==> config.mk <==
export PLATFORM = sky130hd
export DESIGN_NAME = wb_pipe_reg_multi
export DESIGN_NICKNAME = d
export VERILOG_FILES = /design/src/rtl/wb_pipe_reg_multi_pkg.sv /design/src/rtl/wb_pipe_reg_multi_sat_counter.sv /design/src/rtl/wb_pipe_reg_multi.sv
export SDC_FILE = /design/constraint.sdc
export NUM_CORES = 1
export LEC_CHECK = 0
export CAP_MARGIN = 25
export CORE_ASPECT_RATIO = 1.5
export CORE_MARGIN = 2
export CORE_UTILIZATION = 39
export CTS_BUF_LIST = sky130_fd_sc_hd__clkbuf_8
export CTS_CLUSTER_DIAMETER = 50
export DETAILED_ROUTE_END_ITERATION = 7
export PLACE_DENSITY = 0.82
export SYNTH_ARGS = -nofsm -noshare
export SYNTH_HDL_FRONTEND = slang
export SYNTH_SLANG_ARGS = --single-unit
==> constraint.sdc <==
create_clock -name clk -period 2.02 [get_ports clk]
set_input_delay 0.303 -clock clk [delete_from_list [all_inputs] [get_ports clk]]
set_output_delay 0.303 -clock clk [all_outputs]
set_load 0.03 [all_outputs]
==> src/rtl/wb_pipe_reg_multi_pkg.sv <==
// ---------------------------------------------------------------------------
// wb_pipe_reg_multi_pkg
//
// Shared pipeline constants used by the multi-lane MEM/WB register:
//   - NOPRegAddr   : the hard-wired zero register (x0) address
//   - WriteEnable / WriteDisable : write-enable encodings
//   - ZeroWord     : all-zero register data word
//   - StallBus     : width of the controller's stall vector
//   - Stage*       : stall-vector bit index owned by each pipeline stage
//   - stage_action_e / stage_action() : what a pipeline register does on
//     the next clock edge, derived from flush and the stall vector
// ---------------------------------------------------------------------------
package wb_pipe_reg_multi_pkg;

    localparam logic [4:0]  NOPRegAddr   = 5'b00000;
    localparam logic        WriteEnable  = 1'b1;
    localparam logic        WriteDisable = 1'b0;
    localparam logic [31:0] ZeroWord     = 32'h0000_0000;

    localparam int StallBus = 7;

    // Stall-vector bit owned by each stage. Bit 6 is whatever sits after
    // writeback (e.g. a retire/commit unit).
    localparam int StagePc  = 0;
    localparam int StageIf  = 1;
    localparam int StageId  = 2;
    localparam int StageEx  = 3;
    localparam int StageMem = 4;
    localparam int StageWb  = 5;

    typedef enum logic [1:0] {
        ACT_HOLD   = 2'd0,
        ACT_LOAD   = 2'd1,
        ACT_BUBBLE = 2'd2
    } stage_action_e;

    // Flush beats everything, including a stalled downstream stage: squashed
    // work must never linger in writeback. A stage that is stalled while its
    // consumer keeps running emits a bubble so the consumer does not replay
    // the previous instruction.
    function automatic stage_action_e stage_action(
        input logic flush,
        input logic own_stall,
        input logic down_stall
    );
        stage_action_e act;
        if (flush) begin
            act = ACT_BUBBLE;
        end else if (own_stall && !down_stall) begin
            act = ACT_BUBBLE;
        end else if (!own_stall) begin
            act = ACT_LOAD;
        end else begin
            act = ACT_HOLD;
        end
        return act;
    endfunction

endpackage

==> src/rtl/wb_pipe_reg_multi_sat_counter.sv <==
// ---------------------------------------------------------------------------
// sat_counter
//
// Unsigned up-counter that sticks at its maximum value instead of wrapping.
//   clk : clock
//   rst : synchronous active-high reset, clears q
//   clr : synchronous clear, clears q and overrides inc
//   inc : count one event this cycle
//   q   : current count (W bits)
// ---------------------------------------------------------------------------
module sat_counter #(
    parameter int W = 16
) (
    input  logic         clk,
    input  logic         rst,
    input  logic         clr,
    input  logic         inc,
    output logic [W-1:0] q
);

    // Clearing wins over counting; at all-ones further events are dropped.
    always_ff @(posedge clk) begin
        if (rst || clr) begin
            q <= '0;
        end else if (inc && (q != {W{1'b1}})) begin
            q <= q + W'(1);
        end
    end

endmodule

==> src/rtl/wb_pipe_reg_multi.sv <==
// ---------------------------------------------------------------------------
// wb_pipe_reg_multi
//
// Multi-lane MEM/WB pipeline register. Carries LANES writeback slots
// (destination register, write enable, data) from MEM to WB. Lane 0 holds
// the oldest instruction of the group.
//
// On load, each lane is filtered before being registered:
//   - a write to x0 is dropped and its data zeroed,
//   - if two lanes write the same register, only the youngest stays enabled
//     (older lanes keep their address and data, just lose the enable).
//
// Ports:
//   clk, rst     : clock, synchronous active-high reset
//   stall_sign   : stall vector from the pipeline controller
//   flush        : squash this stage (exception / redirect)
//   mem_wd       : per-lane destination register, lane i at [i*ADDR_W +: ADDR_W]
//   mem_wreg     : per-lane write enable
//   mem_wdata    : per-lane write data, lane i at [i*DATA_W +: DATA_W]
//   wb_wd        : registered destination registers
//   wb_wreg      : registered write enables
//   wb_wdata     : registered write data
//   wb_any       : OR of wb_wreg (any lane writes this cycle)
//   cnt_clr      : synchronous clear of both performance counters
//   bubble_cnt   : saturating count of bubble cycles
//   hold_cnt     : saturating count of hold cycles
// ---------------------------------------------------------------------------
module wb_pipe_reg_multi
    import wb_pipe_reg_multi_pkg::*;
#(
    parameter int LANES     = 2,
    parameter int ADDR_W    = 5,
    parameter int DATA_W    = 32,
    parameter int STALL_W   = StallBus,
    parameter int STAGE_IDX = StageWb,
    parameter int CNT_W     = 16
) (
    input  logic                    clk,
    input  logic                    rst,
    input  logic [STALL_W-1:0]      stall_sign,
    input  logic                    flush,
    input  logic [LANES*ADDR_W-1:0] mem_wd,
    input  logic [LANES-1:0]        mem_wreg,
    input  logic [LANES*DATA_W-1:0] mem_wdata,
    output logic [LANES*ADDR_W-1:0] wb_wd,
    output logic [LANES-1:0]        wb_wreg,
    output logic [LANES*DATA_W-1:0] wb_wdata,
    output logic                    wb_any,
    input  logic                    cnt_clr,
    output logic [CNT_W-1:0]        bubble_cnt,
    output logic [CNT_W-1:0]        hold_cnt
);

    localparam logic [ADDR_W-1:0] NopAddr  = ADDR_W'(NOPRegAddr);
    localparam logic [DATA_W-1:0] ZeroData = DATA_W'(ZeroWord);

    stage_action_e action;

    logic [LANES-1:0]        lane_enabled;
    logic [LANES-1:0]        waw_kill;
    logic [LANES*ADDR_W-1:0] filt_wd;
    logic [LANES-1:0]        filt_wreg;
    logic [LANES*DATA_W-1:0] filt_data;

    assign action = stage_action(flush,
                                 stall_sign[STAGE_IDX],
                                 stall_sign[STAGE_IDX+1]);

    // Per-lane filter. lane_enabled is the write enable after x0 suppression;
    // an older lane loses its enable if any younger lane also writes the same
    // register. The youngest lane has nobody younger, so with LANES=1 no
    // comparison logic is generated at all.
    for (genvar i = 0; i < LANES; i++) begin : g_lane
        logic is_x0;

        assign is_x0 = (mem_wd[i*ADDR_W +: ADDR_W] == NopAddr);
        assign lane_enabled[i] = mem_wreg[i] && !is_x0;

        if (i < LANES - 1) begin : g_waw
            logic [LANES-1:0] younger_hit;
            for (genvar j = 0; j < LANES; j++) begin : g_cmp
                if (j > i) begin : g_younger
                    assign younger_hit[j] = lane_enabled[j] &&
                        (mem_wd[j*ADDR_W +: ADDR_W] == mem_wd[i*ADDR_W +: ADDR_W]);
                end else begin : g_older
                    assign younger_hit[j] = 1'b0;
                end
            end
            assign waw_kill[i] = |younger_hit;
        end else begin : g_last
            assign waw_kill[i] = 1'b0;
        end

        // Only x0 suppression zeroes a lane; disabled or WAW-killed lanes pass
        // their address and data through untouched.
        assign filt_wreg[i] = lane_enabled[i] && !waw_kill[i];
        assign filt_wd[i*ADDR_W +: ADDR_W] =
            is_x0 ? NopAddr : mem_wd[i*ADDR_W +: ADDR_W];
        assign filt_data[i*DATA_W +: DATA_W] =
            is_x0 ? ZeroData : mem_wdata[i*DATA_W +: DATA_W];
    end

    // Writeback slot registers. Hold simply leaves the registers alone.
    always_ff @(posedge clk) begin
        if (rst) begin
            wb_wd    <= {LANES{NopAddr}};
            wb_wreg  <= {LANES{WriteDisable}};
            wb_wdata <= {LANES{ZeroData}};
        end else begin
            case (action)
                ACT_BUBBLE: begin
                    wb_wd    <= {LANES{NopAddr}};
                    wb_wreg  <= {LANES{WriteDisable}};
                    wb_wdata <= {LANES{ZeroData}};
                end
                ACT_LOAD: begin
                    wb_wd    <= filt_wd;
                    wb_wreg  <= filt_wreg;
                    wb_wdata <= filt_data;
                end
                default: begin
                end
            endcase
        end
    end

    assign wb_any = |wb_wreg;

    sat_counter #(
        .W (CNT_W)
    ) u_bubble_cnt (
        .clk (clk),
        .rst (rst),
        .clr (cnt_clr),
        .inc (action == ACT_BUBBLE),
        .q   (bubble_cnt)
    );

    sat_counter #(
        .W (CNT_W)
    ) u_hold_cnt (
        .clk (clk),
        .rst (rst),
        .clr (cnt_clr),
        .inc (action == ACT_HOLD),
        .q   (hold_cnt)
    );

endmodule

==> flow_summary.yaml, run 1 <==
synthesis:
  ys_ff_latch: 108
  avgSynthCellArea_um2: 9.04
  synth-seq-area-share_pct: 49.7
  synth_fa_ha_area_share_pct: 1.44
  yosysMostFrequentCell: "dfxtp_1"
  synth_top_family_by_area: "compound AO/OA/AOI/OAI gates"
  synthSimpleGateAreaFrac_pct: 20.7
  synth-xor-area-share_pct: 1.21
  synth.distinct_cells: 42
  synthTopCellsByCount: "108 x dfxtp_1, 77 x nor2_1, 69 x a22oi_1"
  synth-main-ff-cell: "dfxtp_1"
  syn-num-nets: 573
  synth_area_mm2: 0.00435
  synth_mux_area_share_pct: 0
  synth_top_area_share_pct: 49.7
  synth_compound_area_share_pct: 23.0
  synth_enable_flop_cells: 0
  synthArstFlopShare_pct: 0
  synth_cells: 481
  ys_top_cells_by_area: "dfxtp_1 50%, a22oi_1 12%, nor2_1 6.6%"
  yosysTopAreaCell: "dfxtp_1"
  ys_warn_count: 0
setup_path:
  endpoint_kind: "flip-flop"
  critPathMaxFanout: 4
  cp_data_required_time_ns: 2.32
  ff2ff_setup_slack_ns: 0.17
  start_kind: "primary input"
  reg2reg_from: "u_bubble_cnt.q[4]$_SDFFE_PP0P_"
  startpoint: "stall_sign[6]"
  r2r-end: "u_bubble_cnt.q[15]$_SDFFE_PP0P_"
  ff2ff_path_depth: 4
  arrival_ns: 2.24
  crit_type: "primary input to flip-flop"
floorplan:
  die_width_um: 90.2
  rows: 47
  die_area_mm2: 0.0120
  coreArea_mm2: 0.0109
  io_pins: 196
  die_height_um: 133
  start_util_pct: 39.7
power_and_ir_drop:
  power_leakage_nw: 2.35
  vdd_drop_max_mv: 0.384
  combPwrFrac_pct: 13.0
  clockPowerShare_pct: 35.1
  net-switching-power_mw: 1.02
  p_int_mw: 3.17
  pwr-share-seq_pct: 51.9
  swShare_pct: 24.4
  p_total_mw: 4.19
  p_per_area_mw_per_mm2: 608
layout:
  antennaDiodeCount: 0
  nFillCells: 890
  fin_area_mm2: 0.00689
  area_delta_synth_final_pct: 58.6
  drive_above_1_share_pct: 10.1
  nets: 783
clock_tree:
  cts_tree: "yes"
  cts.clk_slew.worst_paths_ns: 0.10
  clkSinkCount: 108
  htree_levels: 3
  cts_buffers: 9
  cts-root-buf: "clkbuf_8"
  cts.hold.buffers_added: 0
  clk_latency_ns: 0.36
  cts_max_path_buffers: 2
place:
  dp_slack_ns: -0.391
  io_buffers: 190
  hpwlAfterDp_um: 9800
  place_congestion: 0.910
  place_area_mm2: 0.00665
timing:
  post-route-period-util_pct: 96.1
  clock.fmax_mhz: 515
  timing_hold_violations_final: 0
  period_minus_slack_ns: 1.94
  worstMarginPinSlew_ns: 0.747
  fin_ws_ns: 0.0778
  holdWs_ns: 0.191
  finalMaxSlewViolations: 0
  setup_viol: 0
  skew_ns: 0.00606
  slew_headroom_pct: 50.2
  timing.setup.tns_ns: 0
route:
  routedWlPerCell_um: 15.9
  final_antenna_net_count: 0
  viasPerCell: 5.45
  dr.first_iter.drc_count: 177
  wl_um: 13400
  num_vias: 4594
  dr.pass1.iters: 5
  drcViolationCount: 0
grt:
  grt_antenna_before_repair: 0
  grt_pass1_wl_um: 21700
  grt_pass1_vias: 4666
  grt_max_degree: 79
  grt-ovfl-total: 0
  grt_use_total_pct: 21.7
worst_hold_path:
  holdPathEnd: "wb_wdata[62]$_SDFFE_PP0P_"
  min_from: "rst"
  holdPathStages: 2
  hold_path_class: "primary input to flip-flop"
outcome:
  outcome: "finished, final reports clean"
flow_run:
  maxCapViolCount: 0
==> critical path, stage by stage <==
cell             delay [ns]
clkdlybuf4s50_1        0.46
inv_1                  0.05
a21oi_2                0.20
ha_1                   0.22
nand2_1                0.08
or3_4                  0.38
or4_1                  0.41
a21oi_1                0.14
==> logic make-up after synthesis <==
logic type | count (synthesis)
AND/OR/NAND/NOR | 176
flip-flops | 108
AO/OA/AOI/OAI | 142
adder cells (fa/ha/maj) | 5
XOR/XNOR | 6
buffers and inverters | 44
==> through the flow <==
| stage | util (%) | cells |
|---|---|---|
| global route | 63.0 | 843 |
| detailed placement | 60.8 | 825 |
| CTS | 62.9 | 841 |
| floorplan | - | 481 |
| global placement | 60.8 | 825 |
| finish | 63.0 | 843 |
==> flip-flops by register name, summed over array words and instances, names as in the netlist <==
signal / flops
u_hold_cnt.q: 16
wb_wreg: 2
wb_wd: 10
u_bubble_cnt.q: 16
wb_wdata: 64
==> power groups by stage <==
| stage | Combinational, mW | Clock [mW] | Sequential [mW] |
|---|---|---|---|
| floorplan | 0.173 | 0 | 2.28 |
| global placement | 0.530 | 0 | 2.22 |
| detailed placement | 0.542 | 0 | 2.22 |
| CTS | 0.544 | 1.51 | 2.17 |
| global route | 0.578 | 1.59 | 2.18 |
| finish | 0.544 | 1.47 | 2.17 |
==> cells in the final DEF, fill, tap and decap left out, types with 5 or more instances in the layout <==
master,instances
clkdlybuf4s50_1,189
dfxtp_1,108
nor2_1,77
a22oi_1,69
buf_4,37
a21oi_1,29
nand2_1,18
nand3_1,16
inv_1,13
or4_1,12
nand4_1,12
o31ai_1,11
clkbuf_8,10
o21ai_0,9
o211ai_1,7
nor3_1,6
or3_1,6
nand3b_1,5
xnor2_1,5
==> layer usage <==
metal | wire (µm) | track usage, %
met1 | 5040 | 23.4
met2 | 7050 | 39.8
met3 | 1040 | 6.22
met4 | 268 | 8.55
met5 | 0 | 0
==> final cells by class <==
cell class / count / area, µm² / share of cell area [%]
inverter: 12 / 45.0 / 0.653
multi-input combinational: 329 / 2020 / 29.3
tap: 147 / 184 / 2.67
clock inverter: 6 / 87.6 / 1.27
clock buffer: 10 / 138 / 2.00
timing repair buffer: 231 / 2250 / 32.7
sequential: 108 / 2160 / 31.4
==> timing repair <==
item,CTS,global route
setup buffers,0,2
setup endpoints to repair,1,3
resized for setup,1,0
hold endpoints to repair,0,0
pin swaps,0,2
==> worst max path at each step <==
stage,end,slack (ns),cells after the start
finish,u_hold_cnt.q[13]$_SDFFE_PP0P_,0.08,8
global route,u_bubble_cnt.q[15]$_SDFFE_PP0P_,-0.009,4
CTS,bubble_cnt[8],0.06,1
detailed placement,u_hold_cnt.q[14]$_SDFFE_PP0P_,-0.39,10
global placement,u_hold_cnt.q[13]$_SDFFE_PP0P_,-0.30,8
floorplan,wb_wdata[10]$_SDFFE_PP0P_,0.07,10
No activity file was read; power rests on OpenSTA's default activity.
==> run 2: changes to the inputs <==
SKIP_LAST_GASP = 1   (was not set)
==> results of run 2 <==
The final DEF is identical to that of run 1; final timing and power are the same.
